**config.mk**
```make
export PLATFORM = sky130hd
export DESIGN_NAME = toy_fetch_unit
export DESIGN_NICKNAME = d
export VERILOG_FILES = /design/src/rtl/toy_fetch_unit.sv
export SDC_FILE = /design/constraint.sdc
export NUM_CORES = 1
export LEC_CHECK = 0
export CAP_MARGIN = 20
export CORE_MARGIN = 2
export CORE_UTILIZATION = 45
export DETAILED_ROUTE_END_ITERATION = 16
export HOLD_SLACK_MARGIN = 0.02
export PLACE_DENSITY_LB_ADDON = 0.3
export SYNTH_ARGS = -nofsm -noshare
export SYNTH_HDL_FRONTEND = slang
export SYNTH_SLANG_ARGS = --single-unit
```
**constraint.sdc**
```tcl
create_clock -name clk -period 3.7 [get_ports clk]
set_input_delay 0.74 -clock clk [delete_from_list [all_inputs] [get_ports clk]]
set_output_delay 0.74 -clock clk [all_outputs]
set_load 0.01 [all_outputs]
```
**src/rtl/toy_fetch_unit.sv**
```systemverilog
// -----------------------------------------------------------------------------
// toy_fetch_unit
//
// Instruction-fetch sequencer for the TOY single-cycle core. It owns the PC,
// fetches one 16-bit word at a time from instruction memory over a req/ack
// handshake, and presents it to decode/control over a valid/ready handshake.
// On accept, decode returns halt/redirect decisions that select the next PC.
// There is no prefetch, so throughput is at most one instruction per two
// cycles (FETCH + ISSUE).
//
// Optional build macro:
//   TOY_ICOUNT_EN - adds a 16-bit 'icount' output that counts accepted
//                   instructions, including the accept of a HALT.
//
// Ports:
//   clk          in   1   system clock, rising edge
//   rst_n        in   1   asynchronous active-low reset
//   imem_req     out  1   fetch request (level), high only in FETCH
//   imem_addr    out  AW  fetch address, always equal to pc
//   imem_ack     in   1   memory response; imem_rdata valid this cycle
//   imem_rdata   in   16  fetched instruction word
//   instr        out  16  instruction register
//   op           out  4   instr[15:12], opcode to the controller
//   instr_valid  out  1   instr/op hold an unconsumed instruction
//   instr_ready  in   1   decode/execute accepts the instruction
//   halt         in   1   issued instruction is HALT (sampled on accept)
//   redirect     in   1   branch/jump taken (sampled on accept)
//   redirect_pc  in   AW  branch target (sampled on accept)
//   pc           out  AW  address of the current or last-fetched instruction
//   halted       out  1   sticky: core stopped by HALT
//   fault        out  1   sticky: fetch timeout occurred
//   icount       out  16  accepted-instruction count (TOY_ICOUNT_EN only)
// -----------------------------------------------------------------------------
module toy_fetch_unit #(
  parameter int            AW       = 8,
  parameter logic [AW-1:0] RESET_PC = 'h10,
  parameter int            TIMEOUT  = 15    // 1..255
) (
  input  logic          clk,
  input  logic          rst_n,
  output logic          imem_req,
  output logic [AW-1:0] imem_addr,
  input  logic          imem_ack,
  input  logic [15:0]   imem_rdata,
  output logic [15:0]   instr,
  output logic [3:0]    op,
  output logic          instr_valid,
  input  logic          instr_ready,
  input  logic          halt,
  input  logic          redirect,
  input  logic [AW-1:0] redirect_pc,
  output logic [AW-1:0] pc,
  output logic          halted,
  output logic          fault
`ifdef TOY_ICOUNT_EN
  ,
  output logic [15:0]   icount
`endif
);

  typedef enum logic [2:0] {
    S_START = 3'd0,
    S_FETCH = 3'd1,
    S_ISSUE = 3'd2,
    S_HALT  = 3'd3,
    S_FAULT = 3'd4
  } state_t;

  // The counter value that, if still no ack, means TIMEOUT waiting cycles
  // have elapsed in this FETCH.
  localparam logic [7:0] TMO_LAST = 8'(TIMEOUT - 1);

  state_t          state_q, state_d;
  logic [AW-1:0]   pc_q, pc_d;
  logic [15:0]     instr_q, instr_d;
  logic            valid_q, valid_d;
  logic            req_q, req_d;
  logic            halted_q, halted_d;
  logic            fault_q, fault_d;
  logic [7:0]      tmo_q, tmo_d;
  logic [15:0]     icount_q, icount_d;

  logic            fetch_done;
  logic            accept;

  // req_q is only ever high in FETCH, so it qualifies ack by itself; acks in
  // any other state are ignored.
  assign fetch_done = req_q & imem_ack;
  assign accept     = valid_q & instr_ready;

  // ---------------------------------------------------------------------------
  // State register
  // ---------------------------------------------------------------------------
  always_ff @(posedge clk or negedge rst_n) begin
    if (!rst_n) begin
      state_q  <= S_START;
      pc_q     <= RESET_PC;
      instr_q  <= 16'h0000;
      valid_q  <= 1'b0;
      req_q    <= 1'b0;
      halted_q <= 1'b0;
      fault_q  <= 1'b0;
      tmo_q    <= 8'd0;
      icount_q <= 16'd0;
    end else begin
      state_q  <= state_d;
      pc_q     <= pc_d;
      instr_q  <= instr_d;
      valid_q  <= valid_d;
      req_q    <= req_d;
      halted_q <= halted_d;
      fault_q  <= fault_d;
      tmo_q    <= tmo_d;
      icount_q <= icount_d;
    end
  end

  // ---------------------------------------------------------------------------
  // Next-state logic. imem_req is registered: req_d is set exactly on the
  // transitions that enter or remain in FETCH.
  // ---------------------------------------------------------------------------
  always_comb begin
    state_d  = state_q;
    pc_d     = pc_q;
    instr_d  = instr_q;
    valid_d  = valid_q;
    req_d    = req_q;
    halted_d = halted_q;
    fault_d  = fault_q;
    tmo_d    = tmo_q;
    icount_d = icount_q;

    case (state_q)
      // One dead cycle with req low so an ack left over from before reset
      // can never be mistaken for a response.
      S_START: begin
        state_d = S_FETCH;
        req_d   = 1'b1;
        tmo_d   = 8'd0;
      end

      S_FETCH: begin
        if (fetch_done) begin
          instr_d = imem_rdata;
          valid_d = 1'b1;
          req_d   = 1'b0;
          tmo_d   = 8'd0;
          state_d = S_ISSUE;
        end else if (tmo_q == TMO_LAST) begin
          req_d   = 1'b0;
          fault_d = 1'b1;
          tmo_d   = tmo_q + 8'd1;
          state_d = S_FAULT;
        end else begin
          tmo_d   = tmo_q + 8'd1;
        end
      end

      S_ISSUE: begin
        if (accept) begin
          valid_d  = 1'b0;
          icount_d = icount_q + 16'd1;
          // halt outranks redirect; the PC is frozen at the HALT address.
          if (halt) begin
            halted_d = 1'b1;
            state_d  = S_HALT;
          end else begin
            pc_d    = redirect ? redirect_pc : pc_q + AW'(1);
            req_d   = 1'b1;
            state_d = S_FETCH;
          end
        end
      end

      S_HALT, S_FAULT: begin
        // Terminal until reset; instr and pc retained for debug.
        valid_d = 1'b0;
        req_d   = 1'b0;
      end

      default: begin
        // Unreachable encodings park safely with the fault flag raised.
        valid_d = 1'b0;
        req_d   = 1'b0;
        fault_d = 1'b1;
        state_d = S_FAULT;
      end
    endcase
  end

  // ---------------------------------------------------------------------------
  // Outputs
  // ---------------------------------------------------------------------------
  assign imem_req    = req_q;
  assign imem_addr   = pc_q;
  assign instr       = instr_q;
  assign op          = instr_q[15:12];
  assign instr_valid = valid_q;
  assign pc          = pc_q;
  assign halted      = halted_q;
  assign fault       = fault_q;

`ifdef TOY_ICOUNT_EN
  assign icount = icount_q;
`else
  // Counter is optimised away when the port is absent.
  logic unused_icount;
  assign unused_icount = ^icount_q;
`endif

endmodule

```
==> flow_summary_export.csv <==
group,metric,value,unit
placed_design,place_congestion,0.784,
critical_path,worst_r2r_path_depth,4,
synth,ys_dominant_reg_cell,"sky130_fd_sc_hd__dfrtp_1",
timing,maxSlewViolCount,0,
critical_path,cp-start-kind,"primary input",
critical_path,cpMaxStageDelayCell,"sky130_fd_sc_hd__or4_1",
floorplanning,io_pins,70,
critical_path,critical_path.cell_chain,"clkdlybuf4s50_1 > nand2_1 > nand4bb_1 > or4_1 > nand3_1",
timing,rsz0062_at_grt,"false",
grt,grt_pass1_wl,6.96,mm
power_and_ir_drop,leakagePower,1.16,nW
floorplanning,floorplan.die.height,70.2,um
critical_path,worst-path-buf-inv,1,
power_and_ir_drop,clock_share_of_power,0.361,
grt,globalRouteOverflowTotal,0,
timing,max_slew_margin,0.429,
power_and_ir_drop,irDropWorstVdd,0.180,mV
synth,post_synth_main_area_contributors,"sky130_fd_sc_hd__dfrtp_1 (48%), sky130_fd_sc_hd__mux2_2 (9.1%), sky130_fd_sc_hd__buf_4 (5.0%), sky130_fd_sc_hd__o21ai_0 (3.3%), sky130_fd_sc_hd__a21oi_1 (3.0%)",
clocking,hold_buffers,0,
detailed_routing,dr.first_iter.drc_count,121,
synth,synth_enable_flop_cells,0,
clocking,clock-sinks,39,
floorplanning,design.die.area,4920,um^2
timing,post-route-period-util,0.622,
hold_path,hold_worst_path_end,"halted$_DFFE_PN0P_",
critical_path,regToRegSetupSlack,1770,ps
clocking,cts.htree.levels,2,
detailed_routing,routed_wire_length_per_instance,13.6,um
critical_path,timing.critical_path.depth,5,
detailed_routing,vias_per_cell,5.32,
detailed_routing,remaining_drc_errors,0,
floorplanning,die_w,70.2,um
clocking,clk_root_buffer_cell,"sky130_fd_sc_hd__clkbuf_8",
timing,timing.clock.skew,4.12,ps
synth,synth.distinct_cells,40,
placed_design,io_buffer_count,69,
timing,worst_tran_pin_value,856,ps
clocking,cts.reportedPaths.clkPinSlew,70,ps
power_and_ir_drop,swShare,0.206,
critical_path,timing.critical_path.to_type,"flip-flop",
placed_design,post-dp-hpwl,2.83,mm
clocking,cts_resized,0,
power_and_ir_drop,power_per_cell_area,276,nW/um^2
timing,finalHoldViolations,0,
power_and_ir_drop,p_int,0.000588,W
critical_path,timing.critical_path.max_delay_family,"simple AND/OR/NAND/NOR gates",
power_and_ir_drop,p_switching,0.000153,W
grt,grt_pass1_vias,1492,
critical_path,worst_ep_required_time,3920,ps
synth,yosys.area.top_type,"sky130_fd_sc_hd__dfrtp_1",
power_and_ir_drop,pwr-share-comb,0.064,
final_layout,diodes,0,
floorplanning,initial_utilization,0.459,
synth,netlist_top_cells_count,"sky130_fd_sc_hd__dfrtp_1 (38), sky130_fd_sc_hd__mux2_2 (16), sky130_fd_sc_hd__buf_4 (13), sky130_fd_sc_hd__o21ai_0 (13), sky130_fd_sc_hd__a21oi_1 (12)",
synth,ys_seq_elements,39,
hold_path,worst_hold_startpoint,"halted$_DFFE_PN0P_",
synth,synth_async_sr_flop_share,1.00,
detailed_routing,postRouteAntennaNets,0,
status,status,"complete, no violations",
synth,mappedNetlistArea,1970,um^2
synth,synth_top_cell_area_share,0.483,
synth,synth_net_count,216,
final_layout,drive_gt1_frac,0.133,
synth,synth_seq_area_share,0.496,
timing,timing.setup.tns,0,ps
clocking,tritoncts,"yes",
timing,layout_min_cycle_time,2300,ps
placed_design,dp_slack,1090,ps
grt,grt_max_degree,40,
clocking,ctsLongestPathBuffers,2,
power_and_ir_drop,p_seq_frac,0.576,
run,drv_cap,0,
synth,post_synth_inst_count,183,
synth,yosys.cell_count.top_type,"sky130_fd_sc_hd__dfrtp_1",
synth,synth.yosys.warnings,0,
clocking,postCtsSetupRepairBufs,0,
detailed_routing,routed_wire_length,3.96,mm
critical_path,worst_r2r_endpoint,"imem_addr[7]$_DFFE_PN0P_",
timing,fmaxAchievable,434,MHz
floorplanning,row_count,24,
final_layout,layout.nets,272,
timing,report.final.setup_viol,0,
detailed_routing,detailed_routing_iterations_pass_1,4,
floorplanning,core_area,4290,um^2
hold_path,worst_hold_path.num_cells,1,
hold_path,worstHoldPathType,"flip-flop to flip-flop",
clocking,numCtsBuffers,5,
detailed_routing,dr_total_vias,1554,
critical_path,worstPathMaxFanout,12,
critical_path,critical_path_arrival,2520,ps
critical_path,cp_slowest_stage_delay,600,ps
synth,synthesis.area_per_instance,10.8,um^2
grt,grtUsageTotal,0.171,
timing,setup_slack,1400,ps
critical_path,critical_path_class,"primary input to flip-flop",
grt,antenna_found_initial,0,
final_layout,area_growth_syn_to_layout,35.9,%
clocking,clk-insertion-delay-late,280,ps
critical_path,worst_r2r_startpoint,"state_q[2]$_DFFE_PN0P_",
## power by group through the flow
stage,Combinational [W],Clock (W),Sequential (W)
2_1_floorplan,0.00000720,0,0.000434
3_3_place_gp,0.0000474,0,0.000434
3_5_place_dp,0.0000479,0,0.000434
4_1_cts,0.0000479,0.000281,0.000426
5_1_grt,0.0000525,0.000296,0.000426
6_report,0.0000471,0.000267,0.000426
## metrics by stage
step,util,hold slack [ps],power (W),instances,area (um^2)
finish,0.624,477,0.000740,292,2680
global route,0.624,501,0.000774,292,2680
global placement,0.605,462,0.000482,284,2600
detailed placement,0.605,459,0.000482,284,2600
CTS,0.624,481,0.000755,292,2680
floorplan,-,444,0.000442,183,1970
## kinds of logic (layout without fill, tap and decap cells)
logic type / after synthesis / count (layout) / synth area share
and+or+nand+nor: 52 / 52 / 0.159
AOI/OAI and AO/OA: 43 / 43 / 0.137
DFF: 39 / 39 / 0.496
buffers and inverters: 25 / 82 / 0.0730
muxes: 19 / 19 / 0.107
adders and majority gates: 3 / 3 / 0.0190
xor gates and xnor gates: 2 / 2 / 0.00889
## final cells by class
type,count,area (um^2)
Timing Repair Buffer,69,686
Clock buffer,7,76.3
Inverter,5,18.8
Multi-Input combinational cell,119,850
Sequential cell,39,977
Tap cell,52,65.1
Fill cell,385,1620
Clock inverter,1,5.00
## layout by cell type (no fill, tap or decap), types with 2 or more instances in the layout
cell | Yosys | layout
sky130_fd_sc_hd__a21oi_1 | 12 | 12
sky130_fd_sc_hd__a22oi_1 | 5 | 5
sky130_fd_sc_hd__and2_1 | 3 | 3
sky130_fd_sc_hd__and3_1 | 5 | 5
sky130_fd_sc_hd__clkbuf_1 | 6 | 2
sky130_fd_sc_hd__clkbuf_8 | 0 | 5
sky130_fd_sc_hd__clkdlybuf4s50_1 | 0 | 68
sky130_fd_sc_hd__dfrtp_1 | 38 | 38
sky130_fd_sc_hd__ha_1 | 3 | 3
sky130_fd_sc_hd__inv_1 | 5 | 5
sky130_fd_sc_hd__mux2_2 | 16 | 16
sky130_fd_sc_hd__mux2i_1 | 3 | 3
sky130_fd_sc_hd__nand2_1 | 11 | 11
sky130_fd_sc_hd__nand3_1 | 5 | 5
sky130_fd_sc_hd__nand4_1 | 3 | 3
sky130_fd_sc_hd__nor2_1 | 9 | 9
sky130_fd_sc_hd__nor2b_1 | 2 | 2
sky130_fd_sc_hd__nor3b_1 | 2 | 2
sky130_fd_sc_hd__o21ai_0 | 13 | 13
sky130_fd_sc_hd__o22a_1 | 2 | 2
sky130_fd_sc_hd__o2bb2ai_1 | 5 | 5
sky130_fd_sc_hd__or2_2 | 2 | 2
sky130_fd_sc_hd__xor2_1 | 2 | 2
## worst register-to-register path, delay by kind of cell, from the launching register on
| family | cells | cell delay [ps] |
|---|---|---|
| and+or+nand+nor | 4 | 1370 |
| DFF | 1 | 510 |
## how the worst max path moves through the flow
stage | startpoint | to | slack, ps
global route | instr_ready | imem_addr[7]$_DFFE_PN0P_ | 1200
floorplan | imem_ack | instr[10]$_DFFE_PN0N_ | 1900
CTS | imem_ack | instr[12]$_DFFE_PN0N_ | 1400
finish | instr_ready | imem_addr[7]$_DFFE_PN0P_ | 1400
global placement | instr_ready | imem_addr[7]$_DFFE_PN0P_ | 1140
detailed placement | imem_ack | instr[12]$_DFFE_PN0N_ | 1090
## metal layers
layer	part of all wire	vias to the layer above	GRT usage
met1	0.47	742	0.233
met5	0	-	0
met2	0.46	53	0.272
li1	-	755	-
met4	0.0053	0	0.0491
met3	0.064	4	0.0433
## state kept, by name, indices dropped and copies added (netlist names)
name,flops
halted,1
imem_addr,8
instr_valid,1
tmo_q,8
state_q,3
imem_req,1
fault,1
instr,16
No activity file was read; power rests on OpenSTA's default activity.
